===== config.mk =====
export PLATFORM = sky130hd
export DESIGN_NAME = serial_tx
export DESIGN_NICKNAME = d
export VERILOG_FILES = /design/src/rtl/serial_tx_pkg.sv /design/src/rtl/bit_timer.sv /design/src/rtl/serial_tx.sv
export SDC_FILE = /design/constraint.sdc
export NUM_CORES = 1
export LEC_CHECK = 0
export ABC_AREA = 0
export BUFFER_PORTS_ARGS = -buffer_cell sky130_fd_sc_hd__buf_2
export CAP_MARGIN = 15
export CELL_PAD_IN_SITES_DETAIL_PLACEMENT = 1
export CELL_PAD_IN_SITES_GLOBAL_PLACEMENT = 2
export CORE_ASPECT_RATIO = 1.1
export CORE_MARGIN = 2
export CORE_UTILIZATION = 38
export CTS_CLUSTER_DIAMETER = 30
export DETAILED_ROUTE_END_ITERATION = 16
export PLACE_DENSITY = 0.76
export SYNTH_ARGS = -nofsm -noshare
export SYNTH_HDL_FRONTEND = slang
export SYNTH_SLANG_ARGS = --single-unit

===== constraint.sdc =====
create_clock -name clk -period 3.83 [get_ports clk]
set_input_delay 0.1915 -clock clk [delete_from_list [all_inputs] [get_ports clk]]
set_output_delay 0.1915 -clock clk [all_outputs]
set_load 0.02 [all_outputs]

===== src/rtl/serial_tx_pkg.sv =====
// serial_tx_pkg
//   Shared types and line levels for the serial frame transmitter.
//   tx_state_t  : frame FSM states (IDLE, START, DATA, STOP)
//   LINE_IDLE   : level of the serial line between frames and during the stop bit
//   START_LEVEL : level of the start bit
package serial_tx_pkg;

   typedef enum logic [1:0] {IDLE, START, DATA, STOP} tx_state_t;

   localparam logic LINE_IDLE   = 1'b1;
   localparam logic START_LEVEL = 1'b0;

endpackage


===== src/rtl/bit_timer.sv =====
// bit_timer
//   Divides the clock into serial bit periods of DIV cycles.
//   clk     : system clock
//   clear_n : asynchronous active-low reset
//   run     : count while high; count is held at 0 while low
//   tick    : one-cycle pulse on the last cycle of each bit period
module bit_timer #(
   parameter int unsigned DIV = 4
) (
   input  logic clk,
   input  logic clear_n,
   input  logic run,
   output logic tick
);

   localparam int unsigned CW = (DIV > 1) ? $clog2(DIV) : 1;
   localparam logic [CW-1:0] LAST = CW'(DIV - 1);

   logic [CW-1:0] count;

   // With DIV=1 the count is pinned at 0, so tick fires every running cycle.
   assign tick = run && (count == LAST);

   always_ff @(posedge clk or negedge clear_n) begin
      if (!clear_n) begin
         count <= '0;
      end else if (!run || tick) begin
         count <= '0;
      end else begin
         count <= count + 1'b1;
      end
   end

endmodule


===== src/rtl/serial_tx.sv =====
// serial_tx
//   Parallel-in, serial-out frame transmitter: start bit, N data bits LSB first,
//   stop bit, each held for DIV clock cycles.
//   clk     : system clock
//   clear_n : asynchronous active-low reset
//   in      : parallel word, captured when load && ready at a posedge
//   load    : upstream request
//   ready   : high in IDLE, word can be accepted
//   busy    : high while a frame is in progress
//   tx      : registered serial line, idles high
//   done    : one-cycle pulse on the first IDLE cycle after a completed frame
module serial_tx
   import serial_tx_pkg::*;
#(
   parameter int unsigned N   = 8,
   parameter int unsigned DIV = 4
) (
   input  logic         clk,
   input  logic         clear_n,
   input  logic [N-1:0] in,
   input  logic         load,
   output logic         ready,
   output logic         busy,
   output logic         tx,
   output logic         done
);

   localparam int unsigned BW = (N > 1) ? $clog2(N) : 1;
   localparam logic [BW-1:0] LAST_BIT = BW'(N - 1);

   tx_state_t     state;
   logic [N-1:0]  shift;
   logic [N-1:0]  shift_nxt;
   logic [BW-1:0] bit_cnt;
   logic          tx_q;
   logic          done_q;
   logic          run;
   logic          tick;

   assign run       = (state != IDLE);
   assign shift_nxt = shift >> 1;

   bit_timer #(
      .DIV(DIV)
   ) u_timer (
      .clk     (clk),
      .clear_n (clear_n),
      .run     (run),
      .tick    (tick)
   );

   // tx is loaded with the level of the state being entered, so the line is
   // a pure register output and changes exactly on bit boundaries.
   always_ff @(posedge clk or negedge clear_n) begin
      if (!clear_n) begin
         state   <= IDLE;
         shift   <= '0;
         bit_cnt <= '0;
         tx_q    <= LINE_IDLE;
         done_q  <= 1'b0;
      end else begin
         done_q <= 1'b0;
         unique case (state)
            IDLE: begin
               if (load) begin
                  state <= START;
                  shift <= in;
                  tx_q  <= START_LEVEL;
               end
            end
            START: begin
               if (tick) begin
                  state <= DATA;
                  tx_q  <= shift[0];
               end
            end
            DATA: begin
               if (tick) begin
                  shift <= shift_nxt;
                  if (bit_cnt == LAST_BIT) begin
                     state   <= STOP;
                     bit_cnt <= '0;
                     tx_q    <= LINE_IDLE;
                  end else begin
                     bit_cnt <= bit_cnt + 1'b1;
                     tx_q    <= shift_nxt[0];
                  end
               end
            end
            STOP: begin
               if (tick) begin
                  state  <= IDLE;
                  done_q <= 1'b1;
                  tx_q   <= LINE_IDLE;
               end
            end
            default: state <= IDLE;
         endcase
      end
   end

   assign ready = (state == IDLE);
   assign busy  = (state != IDLE);
   assign tx    = tx_q;
   assign done  = done_q;

endmodule


After elaboration in Yosys (flattened, before gate mapping)
Index checks and enable logic that the tools add are counted.
{"block": "word_totals", "mem_bits_rw": 0, "regBits": 17, "latchBits": 0, "in_bits": 11, "mem_bits_ro": 0, "out_inout_bits": 4, "memories": 0}
{"block": "op_classes", "n_shift": 0, "eq_ne": 10, "order_cmp": 0, "addsub": 2, "n_div": 0, "n_reduce_logical": 10, "n_mux": 19, "multipliers": 0, "bitwise": 0}
{"cell": "2-to-1 mux 8 bit", "count": 2}
{"cell": "case mux 8 bit (2 select lines)", "count": 1}
{"cell": "2-to-1 mux 2 bit", "count": 6}
{"cell": "case mux 2 bit (4 select lines)", "count": 1}
{"cell": "2-to-1 mux 1 bit", "count": 7}
{"cell": "== test 2 bit, second input constant", "count": 3}
{"cell": "!= test 2 x 1 -> 1 bit, second input constant", "count": 3}
{"cell": "AND reduction 5 bit", "count": 1}
{"cell": "!= test 2 bit, second input constant", "count": 2}
{"cell": "case mux 1 bit (4 select lines)", "count": 1}
{"cell": "AND reduction 4 bit", "count": 1}
{"cell": "nonzero test 2 bit", "count": 2}
{"cell": "adder 3 x 1 -> 3 bit, second input constant", "count": 1}
{"cell": "== test 3 bit, second input constant", "count": 1}
{"cell": "2-to-1 mux 3 bit", "count": 1}
{"cell": "AND reduction 3 bit", "count": 1}
{"cell": "adder 2 x 1 -> 2 bit, second input constant", "count": 1}
{"cell": "== test 2 x 1 -> 1 bit, second input constant", "count": 1}
{"cell": "logical NOT 2 bit", "count": 1}
{"cell": "AND reduction 2 bit", "count": 1}
{"cell": "logical AND 1 bit", "count": 1}
{"cell": "logical NOT 1 bit", "count": 1}
{"cell": "logical OR 1 bit", "count": 1}

Logic depth before layout (Yosys ltp)
{"block": "depth", "depth_word": 4, "ltp_mapped": 6}

Cells and area by module
A second synthesis with hierarchy kept.
{"block": "hier_totals", "cells_unflattened": 68, "hier_area_um2": 904.6}
{"module": "serial_tx", "cells_each": 62, "seq_area_each_um2": 376.6, "area_per_inst_um2": 813.3, "instances": 1}
{"module": "bit_timer", "cells_each": 6, "seq_area_each_um2": 50.0, "area_per_inst_um2": 91.3, "instances": 1}

Least setup slack after synthesis
No wires, ideal clock.
{"block": "synth_timing", "path_type": "flip-flop to flip-flop", "from": "register state[0]", "to": "register shift[0]", "path_slack_ns": 1.753, "setup_ns": 0.125, "period_less_slack_ns": 2.077, "stages_incl_launch_ff": 6, "t_arrival_ns": 1.952, "path_buffers": 0, "path_cell_list": "dfrtp_1 -> inv_1 -> ha_1 -> inv_1 -> o31ai_2 -> mux2_2"}
{"block": "synth_via", "elab_cells_between_ends": 9, "classes_between": "eq/ne (3); mux (1); reduce/logical (5)"}
{"item": "start: declaration", "line": "serial_tx.sv:31", "rtl": "tx_state_t state;"}
{"item": "start signal: assignment", "line": "serial_tx.sv:56", "rtl": "state <= IDLE;"}
{"item": "start signal: assignment", "line": "serial_tx.sv:66", "rtl": "state <= START;"}
{"item": "start signal: assignment", "line": "serial_tx.sv:73", "rtl": "state <= DATA;"}
{"item": "logical NOT 2 bit (*)"}
{"item": "via ready", "line": "serial_tx.sv:22", "rtl": "output logic ready,"}
{"item": "!= test 2 bit (no line) / nonzero test 2 bit (equally long branches)"}
{"item": "AND reduction 3 bit (no line)"}
{"item": "end signal: assignment", "line": "serial_tx.sv:67", "rtl": "shift <= in;"}
{"item": "end signal: assignment", "line": "serial_tx.sv:79", "rtl": "shift <= shift_nxt;"}
{"item": "end: declaration", "line": "serial_tx.sv:32", "rtl": "logic [N-1:0] shift;"}
The timed path passes the listed nets; every way through them passes the cells marked *.
A chain may end at the register's enable or synchronous reset.

Worst setup path in the final report
{"block": "layout_timing", "from": "register state[0]", "to": "register state[1]"}
{"block": "layout_via", "elab_chain_cells": 4, "elab_cells_between_ends": 13, "classes_between": "eq/ne (8); mux (1); reduce/logical (4)"}
{"item": "nonzero test 2 bit", "line": "serial_tx.sv:40", "rtl": "assign run = (state != IDLE);"}
{"item": "logical AND 1 bit", "line": "bit_timer.sv:22", "rtl": "assign tick = run && (count == LAST);"}
{"item": "!= test 2 x 1 -> 1 bit (no line)"}
{"item": "AND reduction 5 bit (no line)"}
Several ways; a longest one is shown, not always the timed one.

==> summary.md <==
| Metric | Value |
|---|---|
| Rel. slew slack | `approximately half` |
| Diode count | `0` |
| Setup repair after global routing missed its margin | `no` |
| Grt total ovfl | `0` |
| Total of max-cap violations | `0` |
| Detail Route Antenna Nets | `0` |
| CTS tree | `yes` |
| IO Port Bufs | `14` |
| Layout net count | `107` |
| Post-Synthesis Cells | `just under 70` |
| CTS buffer count | `3` |
| Vias per cell | `approximately 5.0` |
| Switch share | `approximately 36%` |
| Post-DP HPWL | `1180 um` |
| CP max stage delay | `0.45 ns` |
| First-pass iteration count of the detailed router | `6` |
| Most frequent cells in the layout | `mux2_2 (18), dfrtp_1 (16), buf_2 (14)` |
| Min-Delay Startpoint | `in[7]` |
| Mapped Nets | `88` |
| Mapped cell area | `between 800 and 900 sq um` |
| Die Wd | `about 50 um` |
| End point of the critical path | `state[1]` |
| Wire length per cell | `roughly 14 um` |
| Worst flop-to-flop path endpoint | `state[1]` |
| Worst R2R Path Depth | `5` |
| Vert. Die Dim | `54.5 um` |
| Pwr per Cell Area | `roughly 760 mW/mm^2` |
| Vias in the first global route | `~610` |
| Pwr Total | `around 780 uW` |
| Core Area | `between 0.002 and 0.0025 sq mm` |
| Initial antenna violation count | `0` |
| Seq pwr share | `about two fifths` |
| First-pass GRT wire length | `between 2000 and 3000 um` |
| Combinational fraction of design power | `around half` |
| Final wirelength | `~1600 um` |
| Register area share after synthesis | `48.4%` |
| Yosys cell types | `21` |
| Final Hold Violating Endpoints | `0` |
| Internal power component | `496 uW` |
| Initial DRC Count | `10` |
| Status | `completed` |
| GP Congestion | `a little under 0.7` |
| Fin crit period | `2.25 ns` |
| Largest net degree at the start of global routing | `18` |
| Total Neg Setup Slack | `0 ns` |
| Avg Cell Area, Syn | `12.8 sq um` |
| Clock transition at path regs | `0.10 ns` |
| Fin crit share | `58.8%` |
| Clock Sink Count | `17` |
| RR Startpoint | `state[0]` |
| Slew of the pin with the lowest slew margin | `between 0.7 and 0.8 ns` |
| Layout area overhead | `15.9%` |
| R2R Setup Slk | `between 1.5 and 2 ns` |
| Post-Route Skew | `just over 0.005 ns` |
| All-Layer GR Usage | `a little over an eighth` |
| Clock share of power | `between 10% and 20%` |
| Synth Register Bits | `17` |
| Startpoint types | `register` |
| Starting Density | `between 30% and 40%` |
| Hold Buf Count CTS | `1` |
| YS warnings | `0` |
| Critical Path RT | `4.02 ns` |
| Clock Latency Late Sink | `roughly 0.29 ns` |
| CTS H-tree lvls | `1` |
| Die area | `about 0.0027 sq mm` |
| Slew Limit Fails | `0` |
| Post-CTS Resized | `0` |
| Crit-path cells | `inv_1 -> ha_1 -> or3_1 -> a222oi_1 -> mux2_2` |
| Sw power | `284 uW` |
| Setup CP Type | `register to register` |
| Beginning of the critical path | `state[0]` |
| Critical Path Slowest Stage Cell | `or3_1` |
| Share of cells above drive strength 1 | `42.5%` |
| Clock tree buffer depth | `2` |
| # IOs | `15` |
| DRC errors left | `0` |
| Pleak | `~0.00051 uW` |
| Via count | `roughly 580` |
| Critical path peak fanout | `14` |
| Commonest non-fill, non-tap cell in the layout | `mux2_2` |
| Setup violators final | `0` |
| Crit path capture type | `register` |
| CTS root buf | `clkbuf_4` |
| Cell row count | `18` |
| Hold Path Class | `primary input to register` |
| Peak VDD IR | `around 310 uV` |
| FILL cells | `245` |
| Critical path arrival | `2.44 ns` |
| Fmax | `~440 MHz` |
| Post CTS Setup Buffer Count | `0` |
-- cell usage after synthesis, drive strengths merged --
cell type,instances,area (sq um)
or3,1,6.26
inv,6,22.5
a21o,1,7.51
mux2,18,203
and3,1,6.26
nand2b,1,6.26
clkbuf,1,3.75
nor2b,1,6.26
o21ai,3,15.0
nor2,1,3.75
nor3,2,10.0
o31ai,1,12.5
a222oi,1,10.0
nand4b,1,8.76
nand3b,1,7.51
a21oi,2,10.0
nor3b,1,7.51
ha,8,100
dfrtp,16,400
dfstp,1,26.3
a2bb2oi,1,8.76
-- cell families (layout without fill, tap and decap cells) --
logic type,Yosys count,in the layout,share of synthesized area [%]
AO/OA/AOI/OAI,9,9,7.23
adder cells (fa/ha/maj),8,8,11.3
multiplexers,18,18,23.0
buffers and inverters,7,25,2.98
flip-flops,17,17,48.4
AND/OR/NAND/NOR,10,10,7.09
-- power by group through the flow --
stage	sequential [uW]	combinational, uW	clock, uW
final	306	377	98.0
after global routing	316	409	105
after global placement	305	372	0
after detailed placement	309	380	0
after CTS	306	383	102
after floorplan	302	293	0
-- worst max-delay path, delay by kind of cell (launching register included) --
family	cells	cell delay (ns)
AOI/OAI and AO/OA	1	0.39
adders and majority gates	1	0.39
buffers and inverters	1	0.11
DFF	1	0.43
muxes	1	0.38
and+or+nand+nor	1	0.45
-- worst min-delay path by stage --
stage	endpoint	slack (ns)	depth (start not counted)
global route	shift[7]	0.22	3
finish	shift[7]	0.19	3
detailed placement	shift[7]	0.14	1
CTS	shift[7]	0.18	3
floorplan	bit_cnt[0]	-0.10	0
global placement	shift[7]	0.14	1
-- flip-flops by register name (all words and copies together), names as in the netlist --
register,count
bit_cnt,3
u_timer.count,2
done,1
shift,8
state,2
tx,1
-- through the flow --
| step | utilization, % | hold WS, ns | setup WS (ns) | instance area (sq um) | cells |
|---|---|---|---|---|---|
| 2_1_floorplan | - | -0.104 | 1.75 | 882 | 69 |
| 3_3_place_gp | 44.2 | 0.136 | 1.68 | 986 | 112 |
| 3_5_place_dp | 44.2 | 0.141 | 1.64 | 986 | 112 |
| 4_1_cts | 45.8 | 0.183 | 1.59 | 1020 | 117 |
| 5_1_grt | 45.8 | 0.220 | 1.48 | 1020 | 117 |
| 6_report | 45.8 | 0.185 | 1.58 | 1020 | 117 |
-- routing by layer --
metal | global-route usage [%] | vias to the layer above | routed length [um]
met5 | 0 | - | 0
met4 | 9.72 | 0 | 34
met3 | 2.73 | 4 | 57
met2 | 24.2 | 11 | 796
met1 | 14.4 | 288 | 726
li1 | - | 281 | -
-- final cells by class --
| class | count | area [sq um] | area share (%) |
|---|---|---|---|
| multi-input cells | 45 | 429 | 42.0 |
| repair buffers | 15 | 80.1 | 7.83 |
| well taps | 30 | 37.5 | 3.67 |
| flip-flops and latches | 17 | 427 | 41.7 |
| clock buffers | 4 | 26.3 | 2.57 |
| inverters | 6 | 22.5 | 2.20 |
Note: power is estimated with default switching activity, not from simulation.
